### config.mk
export PLATFORM = sky130hd
export DESIGN_NAME = timer_clk_div
export DESIGN_NICKNAME = d
export VERILOG_FILES = /design/src/rtl/timer_pkg.sv /design/src/rtl/timer_clk_div_cnt.sv /design/src/rtl/timer_clk_div.sv
export SDC_FILE = /design/constraint.sdc
export NUM_CORES = 1
export LEC_CHECK = 0
export BUFFER_PORTS_ARGS = -buffer_cell sky130_fd_sc_hd__buf_2
export CAP_MARGIN = 30
export CORE_MARGIN = 4
export CORE_UTILIZATION = 48
export CTS_CLUSTER_DIAMETER = 200
export CTS_CLUSTER_SIZE = 8
export DETAILED_ROUTE_END_ITERATION = 16
export PLACE_DENSITY_LB_ADDON = 0.25
export SLEW_MARGIN = 20
export SYNTH_ARGS = -nofsm -noshare
export SYNTH_HDL_FRONTEND = slang
export SYNTH_HIERARCHICAL = 1
export SYNTH_SLANG_ARGS = --single-unit
### constraint.sdc
create_clock -name pclk -period 1.5 [get_ports pclk]
set_input_delay 0.45 -clock pclk [delete_from_list [all_inputs] [get_ports pclk]]
set_output_delay 0.45 -clock pclk [all_outputs]
set_load 0.03 [all_outputs]
### src/rtl/timer_pkg.sv
// timer_pkg: shared constants for the timer clock prescaler.
// Holds the divider/select widths, the cks select encodings, the prescaler
// state encoding and the helper that turns a select into its tick mask.
package timer_pkg;

  localparam int DIV_W = 4;
  localparam int CKS_W = 2;

  localparam logic [CKS_W-1:0] CKS_DIV2  = 2'd0;
  localparam logic [CKS_W-1:0] CKS_DIV4  = 2'd1;
  localparam logic [CKS_W-1:0] CKS_DIV8  = 2'd2;
  localparam logic [CKS_W-1:0] CKS_DIV16 = 2'd3;

  typedef enum logic [1:0] {
    ST_IDLE   = 2'd0,
    ST_RUN    = 2'd1,
    ST_SWITCH = 2'd2
  } state_e;

  // Low k bits set, k = cks+1: the divider phase at which a tick is due.
  function automatic logic [DIV_W-1:0] tick_mask(input logic [CKS_W-1:0] cks);
    logic [DIV_W-1:0] m;
    case (cks)
      CKS_DIV2:  m = 4'h1;
      CKS_DIV4:  m = 4'h3;
      CKS_DIV8:  m = 4'h7;
      CKS_DIV16: m = 4'hF;
      default:   m = 4'hF;
    endcase
    return m;
  endfunction

endpackage

### src/rtl/timer_clk_div_cnt.sv
// timer_clk_div_cnt: free-running divider counter with clear and hold.
// Counts up by one when inc is high, wraps naturally at all-ones, and
// reports the all-ones phase (the boundary shared by every ratio) as wrap.
module timer_clk_div_cnt #(
  parameter int DIV_W = timer_pkg::DIV_W
) (
  input  logic             pclk,
  input  logic             preset_n,
  input  logic             clr,
  input  logic             inc,
  output logic [DIV_W-1:0] cnt,
  output logic             wrap
);

  // Clear wins over increment; with neither the count is held.
  always_ff @(posedge pclk or negedge preset_n) begin
    if (!preset_n) begin
      cnt <= '0;
    end else if (clr) begin
      cnt <= '0;
    end else if (inc) begin
      cnt <= cnt + DIV_W'(1);
    end
  end

  assign wrap = &cnt;

endmodule

### src/rtl/timer_clk_div.sv
// timer_clk_div: timer clock prescaler, pclk / 2, 4, 8 or 16.
// Produces a 1-pclk tick enable for the timer counter and a registered
// 50%-duty divided clock from one shared divider. A select change is only
// applied at the divider's all-ones phase, which is a boundary of every
// ratio, so no tick period is ever shortened or doubled.
// Optional build macro TIMER_CLK_DIV_DBG_HALT_EN adds dbg_halt_i, which
// freezes the divider and the state machine and suppresses ticks.
module timer_clk_div #(
  parameter int DIV_W = timer_pkg::DIV_W,
  parameter int CKS_W = timer_pkg::CKS_W
) (
  input  logic             pclk,
  input  logic             preset_n,
  input  logic             div_en_i,
  input  logic [CKS_W-1:0] cks_i,
`ifdef TIMER_CLK_DIV_DBG_HALT_EN
  input  logic             dbg_halt_i,
`endif
  output logic             tick_o,
  output logic             clk_div_o,
  output logic [CKS_W-1:0] cks_act_o,
  output logic             sw_pend_o
);

  import timer_pkg::*;

  state_e           state;
  logic [DIV_W-1:0] div_cnt;
  logic [DIV_W-1:0] div_nxt;
  logic [DIV_W-1:0] mask;
  logic             div_wrap;
  logic             halt;
  logic             active;
  logic             cnt_clr;
  logic             cnt_inc;

`ifdef TIMER_CLK_DIV_DBG_HALT_EN
  assign halt = dbg_halt_i;
`else
  assign halt = 1'b0;
`endif

  // Divider runs only in RUN/SWITCH with the enable set; it is held at zero
  // in IDLE and cleared on the disabling edge. A halt freezes it in place.
  assign active  = (state != ST_IDLE);
  assign cnt_clr = !halt && (!active || !div_en_i);
  assign cnt_inc = !halt && active && div_en_i;

  // div_nxt is the value the counter takes at this edge, so the divided
  // clock is registered in step with the count rather than one cycle late.
  assign div_nxt = div_cnt + DIV_W'(1);
  assign mask    = tick_mask(cks_act_o);

  timer_clk_div_cnt #(
    .DIV_W (DIV_W)
  ) u_cnt (
    .pclk     (pclk),
    .preset_n (preset_n),
    .clr      (cnt_clr),
    .inc      (cnt_inc),
    .cnt      (div_cnt),
    .wrap     (div_wrap)
  );

  // Prescaler state machine with registered tick, divided clock and select.
  always_ff @(posedge pclk or negedge preset_n) begin
    if (!preset_n) begin
      state     <= ST_IDLE;
      cks_act_o <= CKS_DIV2;
      tick_o    <= 1'b0;
      clk_div_o <= 1'b0;
      sw_pend_o <= 1'b0;
    end else if (halt) begin
      tick_o    <= 1'b0;
    end else if (state == ST_IDLE) begin
      tick_o    <= 1'b0;
      clk_div_o <= 1'b0;
      sw_pend_o <= 1'b0;
      cks_act_o <= cks_i;
      if (div_en_i) begin
        state <= ST_RUN;
      end
    end else if (!div_en_i) begin
      state     <= ST_IDLE;
      tick_o    <= 1'b0;
      clk_div_o <= 1'b0;
      sw_pend_o <= 1'b0;
      cks_act_o <= cks_i;
    end else begin
      tick_o    <= ((div_cnt & mask) == mask);
      clk_div_o <= div_nxt[cks_act_o];
      unique case (state)
        ST_RUN: begin
          if (cks_i != cks_act_o) begin
            if (div_wrap) begin
              cks_act_o <= cks_i;
            end else begin
              state     <= ST_SWITCH;
              sw_pend_o <= 1'b1;
            end
          end
        end
        ST_SWITCH: begin
          if (cks_i == cks_act_o) begin
            state     <= ST_RUN;
            sw_pend_o <= 1'b0;
          end else if (div_wrap) begin
            cks_act_o <= cks_i;
            state     <= ST_RUN;
            sw_pend_o <= 1'b0;
          end
        end
        default: begin
          state     <= ST_IDLE;
          sw_pend_o <= 1'b0;
        end
      endcase
    end
  end

endmodule

==> metrics.txt, run 1 <==
# TYPE chip_impl_metric gauge
chip_impl_metric{name="crit_required",unit="ps"} 1650
chip_impl_metric{name="dpl_cell_area",unit="um^2"} 842
chip_impl_metric{name="fmax",unit="MHz"} 686
chip_impl_metric{name="die_h",unit="um"} 46.0
chip_impl_metric{name="max_slew_margin",unit="%"} 75.9
chip_impl_metric{name="yosys.area.top_type_share",unit="%"} 39.8
chip_impl_metric{name="tns_setup",unit="ps"} 0
chip_impl_info{name="path_class",value="register to register"} 1
chip_impl_metric{name="cts.reportedPaths.clkPinSlew",unit="ps"} 80
chip_impl_metric{name="critical_path.max_fanout",unit=""} 4
chip_impl_metric{name="detailedRoute.firstIterationViolations",unit=""} 10
chip_impl_metric{name="critPathArrivalTime",unit="ps"} 1610
chip_impl_metric{name="place.gp.congestion",unit=""} 0.814
chip_impl_metric{name="drv.max_cap_violation_count",unit=""} 0
chip_impl_metric{name="route.detailed.vias_per_inst",unit=""} 5.30
chip_impl_metric{name="maxSlewViolCount",unit=""} 0
chip_impl_metric{name="dieArea",unit="um^2"} 2110
chip_impl_metric{name="area.growth.synth_to_final",unit="%"} 31.5
chip_impl_info{name="endpoint_kind",value="register"} 1
chip_impl_metric{name="worst_ir_drop_vdd",unit="V"} 0.000928
chip_impl_info{name="worst_setup_path_start_kind",value="register"} 1
chip_impl_metric{name="worst_hold_slack",unit="ps"} 41.2
chip_impl_metric{name="synth-edff-count",unit=""} 0
chip_impl_metric{name="place.detailed.hpwl",unit="um"} 1060
chip_impl_metric{name="cts_inserted_buffers",unit=""} 3
chip_impl_metric{name="relative_contribution_of_sequential_cells_to_total_power",unit="%"} 28.1
chip_impl_metric{name="synthDistinctLibCells",unit=""} 25
chip_impl_info{name="grt_setup_unrepaired",value="true"} 1
chip_impl_info{name="cts-root-buf",value="sky130_fd_sc_hd__clkbuf_4"} 1
chip_impl_metric{name="timing.reg2reg.worst_path_depth",unit=""} 5
chip_impl_metric{name="cellPowerDensity",unit="nW/um^2"} 1590
chip_impl_info{name="synthDominantAreaCellType",value="sky130_fd_sc_hd__dfrtp_1"} 1
chip_impl_metric{name="cellInternalPower",unit="mW"} 0.832
chip_impl_metric{name="part_of_the_yosys_area_used_for_sequential_elements",unit="%"} 39.8
chip_impl_metric{name="p_comb_share",unit="%"} 58.0
chip_impl_metric{name="final-hold-violation-count",unit=""} 0
chip_impl_metric{name="core_area",unit="um^2"} 1330
chip_impl_metric{name="die_boundary_width",unit="um"} 46.0
chip_impl_metric{name="grt_antenna_before_repair",unit=""} 0
chip_impl_metric{name="grtUsageTotal",unit="%"} 15.0
chip_impl_metric{name="firstDrtPassIters",unit=""} 4
chip_impl_metric{name="clock_sink_count",unit=""} 11
chip_impl_info{name="cts_tree",value="done"} 1
chip_impl_metric{name="cell_area_synth",unit="um^2"} 692
chip_impl_metric{name="setup_violations",unit=""} 0
chip_impl_metric{name="post-route-worst-setup-slack",unit="ps"} 41.3
chip_impl_info{name="yosys-top-cells-area",value="sky130_fd_sc_hd__dfrtp_1, sky130_fd_sc_hd__ha_1, sky130_fd_sc_hd__xnor2_1, sky130_fd_sc_hd__inv_1, sky130_fd_sc_hd__mux2_2"} 1
chip_impl_info{name="status",value="finished clean"} 1
chip_impl_metric{name="routed-via-count",unit=""} 588
chip_impl_metric{name="htreeDepth",unit=""} 1
chip_impl_metric{name="switchingPower",unit="mW"} 0.616
chip_impl_metric{name="grt_pass1_wl",unit="um"} 2330
chip_impl_metric{name="period_needed",unit="ps"} 1460
chip_impl_metric{name="n_antenna_cell",unit=""} 0
chip_impl_info{name="ys_top_cells_by_count",value="sky130_fd_sc_hd__dfrtp_1, sky130_fd_sc_hd__inv_1, sky130_fd_sc_hd__nand2_1"} 1
chip_impl_metric{name="clock_insertion_delay_worst_skew",unit="ps"} 260
chip_impl_metric{name="initial_utilization",unit="%"} 51.9
chip_impl_metric{name="static-leakage-power",unit="nW"} 0.439
chip_impl_metric{name="post-route-period-util",unit="%"} 97.2
chip_impl_metric{name="placementRows",unit=""} 13
chip_impl_metric{name="drt_drc_violations_left",unit=""} 0
chip_impl_metric{name="boundaryPins",unit=""} 10
chip_impl_metric{name="nets",unit=""} 107
chip_impl_metric{name="switching_share_of_total_power",unit="%"} 42.6
chip_impl_metric{name="synthArstFlopShare",unit="%"} 100
chip_impl_info{name="synthMostInstantiatedCell",value="sky130_fd_sc_hd__dfrtp_1"} 1
chip_impl_metric{name="netlist_instances",unit=""} 71
chip_impl_metric{name="io_buffers",unit=""} 9
chip_impl_metric{name="clock-skew-final",unit="ps"} 9.58
chip_impl_metric{name="grt_pass1_vias",unit=""} 541
chip_impl_metric{name="ant_nets",unit=""} 0
chip_impl_metric{name="cts_hold_buffers",unit=""} 0
chip_impl_metric{name="clock_power_share",unit="%"} 14.0
chip_impl_metric{name="yosys_warnings",unit=""} 6
chip_impl_metric{name="postRouteWirelength",unit="um"} 1420
chip_impl_metric{name="dp_slack",unit="ps"} -19.4
chip_impl_metric{name="worst_slew_pin_slew",unit="ps"} 360
chip_impl_metric{name="synth_area_per_cell",unit="um^2"} 9.75
chip_impl_metric{name="grt_overflow",unit=""} 0
chip_impl_metric{name="cts_buffer_depth",unit=""} 2
chip_impl_info{name="dominantRegCellSynth",value="sky130_fd_sc_hd__dfrtp_1"} 1
chip_impl_metric{name="grt_start_max_net_pins",unit=""} 12
chip_impl_metric{name="layout-drive-gt1-share",unit="%"} 39.6
chip_impl_metric{name="route.detailed.wl_per_inst",unit="um"} 12.8
chip_impl_metric{name="design_area",unit="um^2"} 910
chip_impl_metric{name="synth_fp_nets",unit=""} 81
chip_impl_metric{name="ys_ff_latch",unit=""} 11
chip_impl_info{name="min_path_type",value="input port to async pin"} 1
chip_impl_metric{name="layout.core_utilization",unit="%"} 68.2
power by group through the flow:
| stage | clock, mW | sequential (mW) | combinational [mW] |
|---|---|---|---|
| after floorplan | 0 | 0.496 | 0.422 |
| after global placement | 0 | 0.403 | 0.760 |
| after detailed placement | 0 | 0.408 | 0.769 |
| after CTS | 0.206 | 0.401 | 0.798 |
| after global routing | 0.230 | 0.411 | 0.925 |
| final | 0.202 | 0.406 | 0.840 |
worst paths after layout:
path / slack (ps) / to / start
max: 40 / state[1] / u_cnt/cnt[0]
min: 40 / cks_act_o[0] / preset_n
max reg2reg: 40 / state[1] / u_cnt/cnt[0]
min reg2reg: 590 / sw_pend_o / sw_pend_o
max in group asynchronous: 1250 / u_cnt/cnt[1] / preset_n
min in group pclk: 440 / cks_act_o[0] / cks_i[0]
routing by layer:
metal  vias up  share of wire [%]  global-route usage (%)
met5         -                  0                       0
met1       266                 48                    21.7
met3         0                7.0                    3.56
met2        17                 45                    24.2
li1        305                  -                       -
met4         0                  0                       0
final cells by class:
type                    instances  area (um^2)
multi-input cells              53          425
fillers                       105          424
flip-flops and latches         11          275
repair buffers                 21          135
inverters                       7         28.8
clock buffers                   4         26.3
well taps                      15         18.8
registers in the layout, summed over array words and instances, names as in the netlist:
| name | count |
|---|---|
| u_cnt/cnt | 4 |
| cks_act_o | 2 |
| state | 2 |
| clk_div_o | 1 |
| sw_pend_o | 1 |
| tick_o | 1 |
critical path, cell delays in order (launching register included):
cell and delay (ps):
sky130_fd_sc_hd__dfrtp_1 390, sky130_fd_sc_hd__ha_2 200, sky130_fd_sc_hd__and3_4 170, sky130_fd_sc_hd__a31o_1 230, sky130_fd_sc_hd__a221oi_2 270, sky130_fd_sc_hd__o31ai_1 100
cells in the final DEF, fill, tap and decap left out, types with 4 or more instances in the layout:
cell,n
sky130_fd_sc_hd__buf_4,12
sky130_fd_sc_hd__dfrtp_1,11
sky130_fd_sc_hd__buf_2,9
sky130_fd_sc_hd__inv_1,5
sky130_fd_sc_hd__nand2_1,5
sky130_fd_sc_hd__nand3_1,4
sky130_fd_sc_hd__xnor2_1,4
sky130_fd_sc_hd__nor2_1,4
sky130_fd_sc_hd__ha_1,4
stage by stage:
stage / instances / total power, mW
floorplan: 71 / 0.918
global placement: 105 / 1.16
detailed placement: 105 / 1.18
CTS: 109 / 1.40
global route: 111 / 1.57
finish: 111 / 1.45
kinds of logic after synthesis:
group           share of synthesized area, %
simple gates                            14.8
compound gates                          17.9
mux                                     8.32
xor+xnor                                6.33
flops                                   39.8
fa+ha+maj                               9.04
buf+inv                                 3.80
timing repair:
| item | CTS | global route |
|---|---|---|
| gates cloned | 0 | 0 |
| setup buffers | 0 | 2 |
| endpoints found under the setup margin | 1 | 4 |
| gates resized for setup | 4 | 2 |
| pin swaps | 0 | 2 |
Power figures use the tool's default switching activity.
==> run 2, diff against run 1 <==
--- a/config.mk
+++ b/config.mk
@@ -16,5 +16,4 @@
 export SLEW_MARGIN = 20
 export SYNTH_ARGS = -nofsm -noshare
 export SYNTH_HDL_FRONTEND = slang
-export SYNTH_HIERARCHICAL = 1
 export SYNTH_SLANG_ARGS = --single-unit
==> run 2 against run 1 <==
  * The flow now finishes with violations (setup timing)
  * Maximum frequency is 6.7% lower
  * Worst hold slack got worse by 3.9 ps
  * Critical path depth up 2
  * Worst setup slack got worse by 100 ps
  * Final cell count is 4.5% higher
  * Register-to-register slack worse by 100 ps
  * Via count is 14% higher
  * Die area shrank 1.2%
  * Count of clock-buffer cells in the layout unchanged
  * Clock skew is 5.9 ps lower
  * Synthesized cell count down 2.8%
  * Largest power group unchanged
==> metrics.txt, run 2 <==
# TYPE chip_impl_metric gauge
chip_impl_metric{name="static-leakage-power",unit="nW"} 0.478
chip_impl_metric{name="worst_slew_pin_slew",unit="ps"} 306
chip_impl_metric{name="ys_ff_latch",unit=""} 11
chip_impl_metric{name="die_boundary_width",unit="um"} 45.7
chip_impl_info{name="timing.critical_path.max_delay_family",value="compound AO/OA/AOI/OAI gates"} 1
chip_impl_metric{name="relative_contribution_of_sequential_cells_to_total_power",unit="%"} 24.3
chip_impl_info{name="final_cell_mix",value="sky130_fd_sc_hd__buf_4, sky130_fd_sc_hd__dfrtp_1, sky130_fd_sc_hd__buf_2, sky130_fd_sc_hd__nor2_1"} 1
chip_impl_metric{name="switching_share_of_total_power",unit="%"} 41.8
chip_impl_metric{name="grt_start_max_net_pins",unit=""} 12
chip_impl_metric{name="max_slew_margin",unit="%"} 79.5
chip_impl_info{name="ys_top_cells_by_count",value="sky130_fd_sc_hd__dfrtp_1, sky130_fd_sc_hd__inv_1, sky130_fd_sc_hd__nor2_1"} 1
chip_impl_metric{name="area.growth.synth_to_final",unit="%"} 54.9
chip_impl_info{name="status",value="finished with violations"} 1
chip_impl_metric{name="largest_register_ff_count",unit=""} 4
chip_impl_info{name="layout_commonest_cell",value="sky130_fd_sc_hd__buf_4"} 1
chip_impl_metric{name="yosys_warnings",unit=""} 0
chip_impl_metric{name="report.power.total",unit="mW"} 1.87
chip_impl_metric{name="worst_ir_drop_vdd",unit="V"} 0.00142
chip_impl_info{name="path_class",value="register to register"} 1
chip_impl_metric{name="cp_num_buf_inv",unit=""} 3
chip_impl_info{name="synthDominantAreaCellType",value="sky130_fd_sc_hd__dfrtp_1"} 1
chip_impl_metric{name="clock_insertion_delay_worst_skew",unit="ps"} 270
chip_impl_metric{name="initial_utilization",unit="%"} 51.8
chip_impl_info{name="worstReg2RegEnd",value="state[0]"} 1
chip_impl_metric{name="part_of_the_yosys_area_used_for_sequential_elements",unit="%"} 40.4
chip_impl_metric{name="cp.depth",unit=""} 7
chip_impl_metric{name="die_h",unit="um"} 45.7
chip_impl_metric{name="io_buffers",unit=""} 9
chip_impl_metric{name="p_comb_share",unit="%"} 64.5
chip_impl_metric{name="layout-drive-gt1-share",unit="%"} 53.5
chip_impl_metric{name="routed-via-count",unit=""} 672
chip_impl_metric{name="synth_area_per_cell",unit="um^2"} 9.88
chip_impl_metric{name="place.detailed.hpwl",unit="um"} 1160
chip_impl_metric{name="cell_area_synth",unit="um^2"} 682
chip_impl_info{name="cts-root-buf",value="sky130_fd_sc_hd__clkbuf_4"} 1
chip_impl_metric{name="nets",unit=""} 111
chip_impl_info{name="regToRegStartpoint",value="state[1]"} 1
chip_impl_info{name="endpoint_kind",value="register"} 1
chip_impl_metric{name="worst_hold_slack",unit="ps"} 37.2
chip_impl_info{name="synthMostInstantiatedCell",value="sky130_fd_sc_hd__dfrtp_1"} 1
chip_impl_info{name="yosys-top-cells-area",value="sky130_fd_sc_hd__dfrtp_1, sky130_fd_sc_hd__ha_1, sky130_fd_sc_hd__and3_1, sky130_fd_sc_hd__inv_1, sky130_fd_sc_hd__mux2_1"} 1
chip_impl_metric{name="post-route-period-util",unit="%"} 104
chip_impl_metric{name="critPathArrivalTime",unit="ps"} 1770
chip_impl_metric{name="synthDistinctLibCells",unit=""} 30
chip_impl_metric{name="timing.reg2reg.worst_path_depth",unit=""} 7
chip_impl_info{name="layout_top_registers",value="u_cnt.cnt: 4 flops, cks_act_o: 2 flops, state: 2 flops"} 1
chip_impl_metric{name="cts_buffer_depth",unit=""} 2
chip_impl_metric{name="dieArea",unit="um^2"} 2090
chip_impl_metric{name="clock_sink_count",unit=""} 11
chip_impl_metric{name="fmax",unit="MHz"} 640
chip_impl_info{name="critical_path.cell_chain",value="inv_2, ha_1, buf_4, inv_1, a31o_2, a221oi_2, a221o_1"} 1
chip_impl_info{name="register_ranked_first_by_flip_flop_count",value="u_cnt.cnt"} 1
chip_impl_metric{name="cellInternalPower",unit="mW"} 1.09
chip_impl_info{name="dominantRegCellSynth",value="sky130_fd_sc_hd__dfrtp_1"} 1
chip_impl_metric{name="cellPowerDensity",unit="nW/um^2"} 1770
chip_impl_info{name="worst_setup_path_start_kind",value="register"} 1
chip_impl_metric{name="place.gp.congestion",unit=""} 0.889
chip_impl_metric{name="critical_path.max_fanout",unit=""} 3
chip_impl_metric{name="cts_hold_buffers",unit=""} 0
chip_impl_metric{name="netlist_instances",unit=""} 69
chip_impl_metric{name="period_needed",unit="ps"} 1560
chip_impl_metric{name="firstDrtPassIters",unit=""} 4
chip_impl_metric{name="synth-edff-count",unit=""} 0
chip_impl_metric{name="boundaryPins",unit=""} 10
chip_impl_metric{name="n_antenna_cell",unit=""} 0
chip_impl_metric{name="grtUsageTotal",unit="%"} 17.5
chip_impl_metric{name="clock_power_share",unit="%"} 11.2
chip_impl_info{name="min_path_type",value="input port to async pin"} 1
chip_impl_info{name="cts_tree",value="done"} 1
chip_impl_metric{name="final-hold-violation-count",unit=""} 0
chip_impl_metric{name="num-fill-cells",unit=""} 66
chip_impl_metric{name="final-instance-count-excl-fill",unit=""} 116
chip_impl_metric{name="ant_nets",unit=""} 0
chip_impl_metric{name="crit_required",unit="ps"} 1710
chip_impl_metric{name="maxSlewViolCount",unit=""} 0
chip_impl_metric{name="grt_pass1_vias",unit=""} 584
chip_impl_info{name="cp_slowest_cell",value="sky130_fd_sc_hd__dfrtp_1"} 1
chip_impl_metric{name="setup_violations",unit=""} 4
chip_impl_metric{name="grt_overflow",unit=""} 0
chip_impl_metric{name="clock-skew-final",unit="ps"} 3.71
chip_impl_metric{name="yosys.area.top_type_share",unit="%"} 40.4
chip_impl_metric{name="dp_slack",unit="ps"} -135
chip_impl_metric{name="timing.reg2reg.setup_slack",unit="ps"} -60
chip_impl_metric{name="grt_antenna_before_repair",unit=""} 0
chip_impl_info{name="failed_checks",value="setup timing"} 1
chip_impl_metric{name="post-route-worst-setup-slack",unit="ps"} -63.2
chip_impl_metric{name="cts.reportedPaths.clkPinSlew",unit="ps"} 80
chip_impl_metric{name="synth_fp_nets",unit=""} 78
chip_impl_metric{name="drv.max_cap_violation_count",unit=""} 0
chip_impl_metric{name="synthArstFlopShare",unit="%"} 100
chip_impl_metric{name="route.detailed.vias_per_inst",unit=""} 5.79
chip_impl_info{name="grt_setup_unrepaired",value="true"} 1
chip_impl_metric{name="postRouteWirelength",unit="um"} 1900
chip_impl_metric{name="dp.cells",unit=""} 104
chip_impl_metric{name="cts_inserted_buffers",unit=""} 3
chip_impl_metric{name="core_area",unit="um^2"} 1320
chip_impl_metric{name="detailedRoute.firstIterationViolations",unit=""} 12
chip_impl_metric{name="tns_setup",unit="ps"} -224
chip_impl_metric{name="route.detailed.wl_per_inst",unit="um"} 16.3
chip_impl_metric{name="placementRows",unit=""} 13
chip_impl_metric{name="grt_pass1_wl",unit="um"} 2570
chip_impl_metric{name="switchingPower",unit="mW"} 0.783
chip_impl_metric{name="cpPeakStageDelay",unit="ps"} 420
chip_impl_metric{name="drt_drc_violations_left",unit=""} 0
chip_impl_metric{name="htreeDepth",unit=""} 1
==> run 2: per-layer routing <==
| layer | GRT usage [%] | part of all wire (%) | routed length [um] |
|---|---|---|---|
| met5 | 0 | 0 | 0 |
| met4 | 5.11 | 1.3 | 24 |
| met3 | 4.74 | 3.9 | 74 |
| met2 | 26.2 | 52 | 981 |
| met1 | 24.5 | 43 | 815 |
==> run 2: worst max path at each step <==
stage                  from            to  slack [ps]
6_report           state[1]      state[0]         -60
4_1_cts            state[0]  cks_act_o[0]         -20
3_3_place_gp       cks_i[1]  cks_act_o[1]        -140
5_1_grt            state[1]      state[0]        -140
3_5_place_dp       cks_i[1]  cks_act_o[0]        -140
2_1_floorplan  cks_act_o[0]  cks_act_o[1]         -50
==> run 2: worst register-to-register path: stages (launching register included) <==
cell	delay, ps
sky130_fd_sc_hd__dfrtp_1	420
sky130_fd_sc_hd__inv_2	100
sky130_fd_sc_hd__ha_1	180
sky130_fd_sc_hd__buf_4	130
sky130_fd_sc_hd__inv_1	50
sky130_fd_sc_hd__a31o_2	220
sky130_fd_sc_hd__a221oi_2	250
sky130_fd_sc_hd__a221o_1	150
==> run 2: kinds of logic after synthesis <==
kind of cell / synth area share (%)
flip-flops: 40.4
XOR/XNOR: 6.24
buffers and inverters: 6.42
multiplexers: 3.30
AND/OR/NAND/NOR: 14.5
AO/OA/AOI/OAI: 21.8
adder cells (fa/ha/maj): 7.34
==> run 2: layout make-up <==
type	count	area [um^2]	area share (%)
flip-flops and latches	11	278	26.3
inverters	6	22.5	2.13
multi-input cells	49	484	45.9
clock buffers	4	26.3	2.49
repair buffers	31	226	21.4
well taps	15	18.8	1.78
==> run 2: repair_timing <==
action,4_1_cts,5_1_grt
pin swaps,3,5
resized for setup,11,11
cloned,0,0
buffers inserted,1,7
setup endpoints to repair,6,8
==> run 2: metrics by stage <==
stage	util (%)	instance area [um^2]
floorplan	-	737
global route	80.2	1060
CTS	72.5	955
global placement	66.7	878
finish	80.2	1060
detailed placement	66.7	878
==> run 2: power by group through the flow <==
stage	logic, mW	registers [mW]	clock network, mW
2_1_floorplan	0.503	0.513	0
3_5_place_dp	0.888	0.446	0
6_report	1.21	0.456	0.210
4_1_cts	0.979	0.448	0.216
5_1_grt	1.29	0.466	0.231
3_3_place_gp	0.880	0.440	0
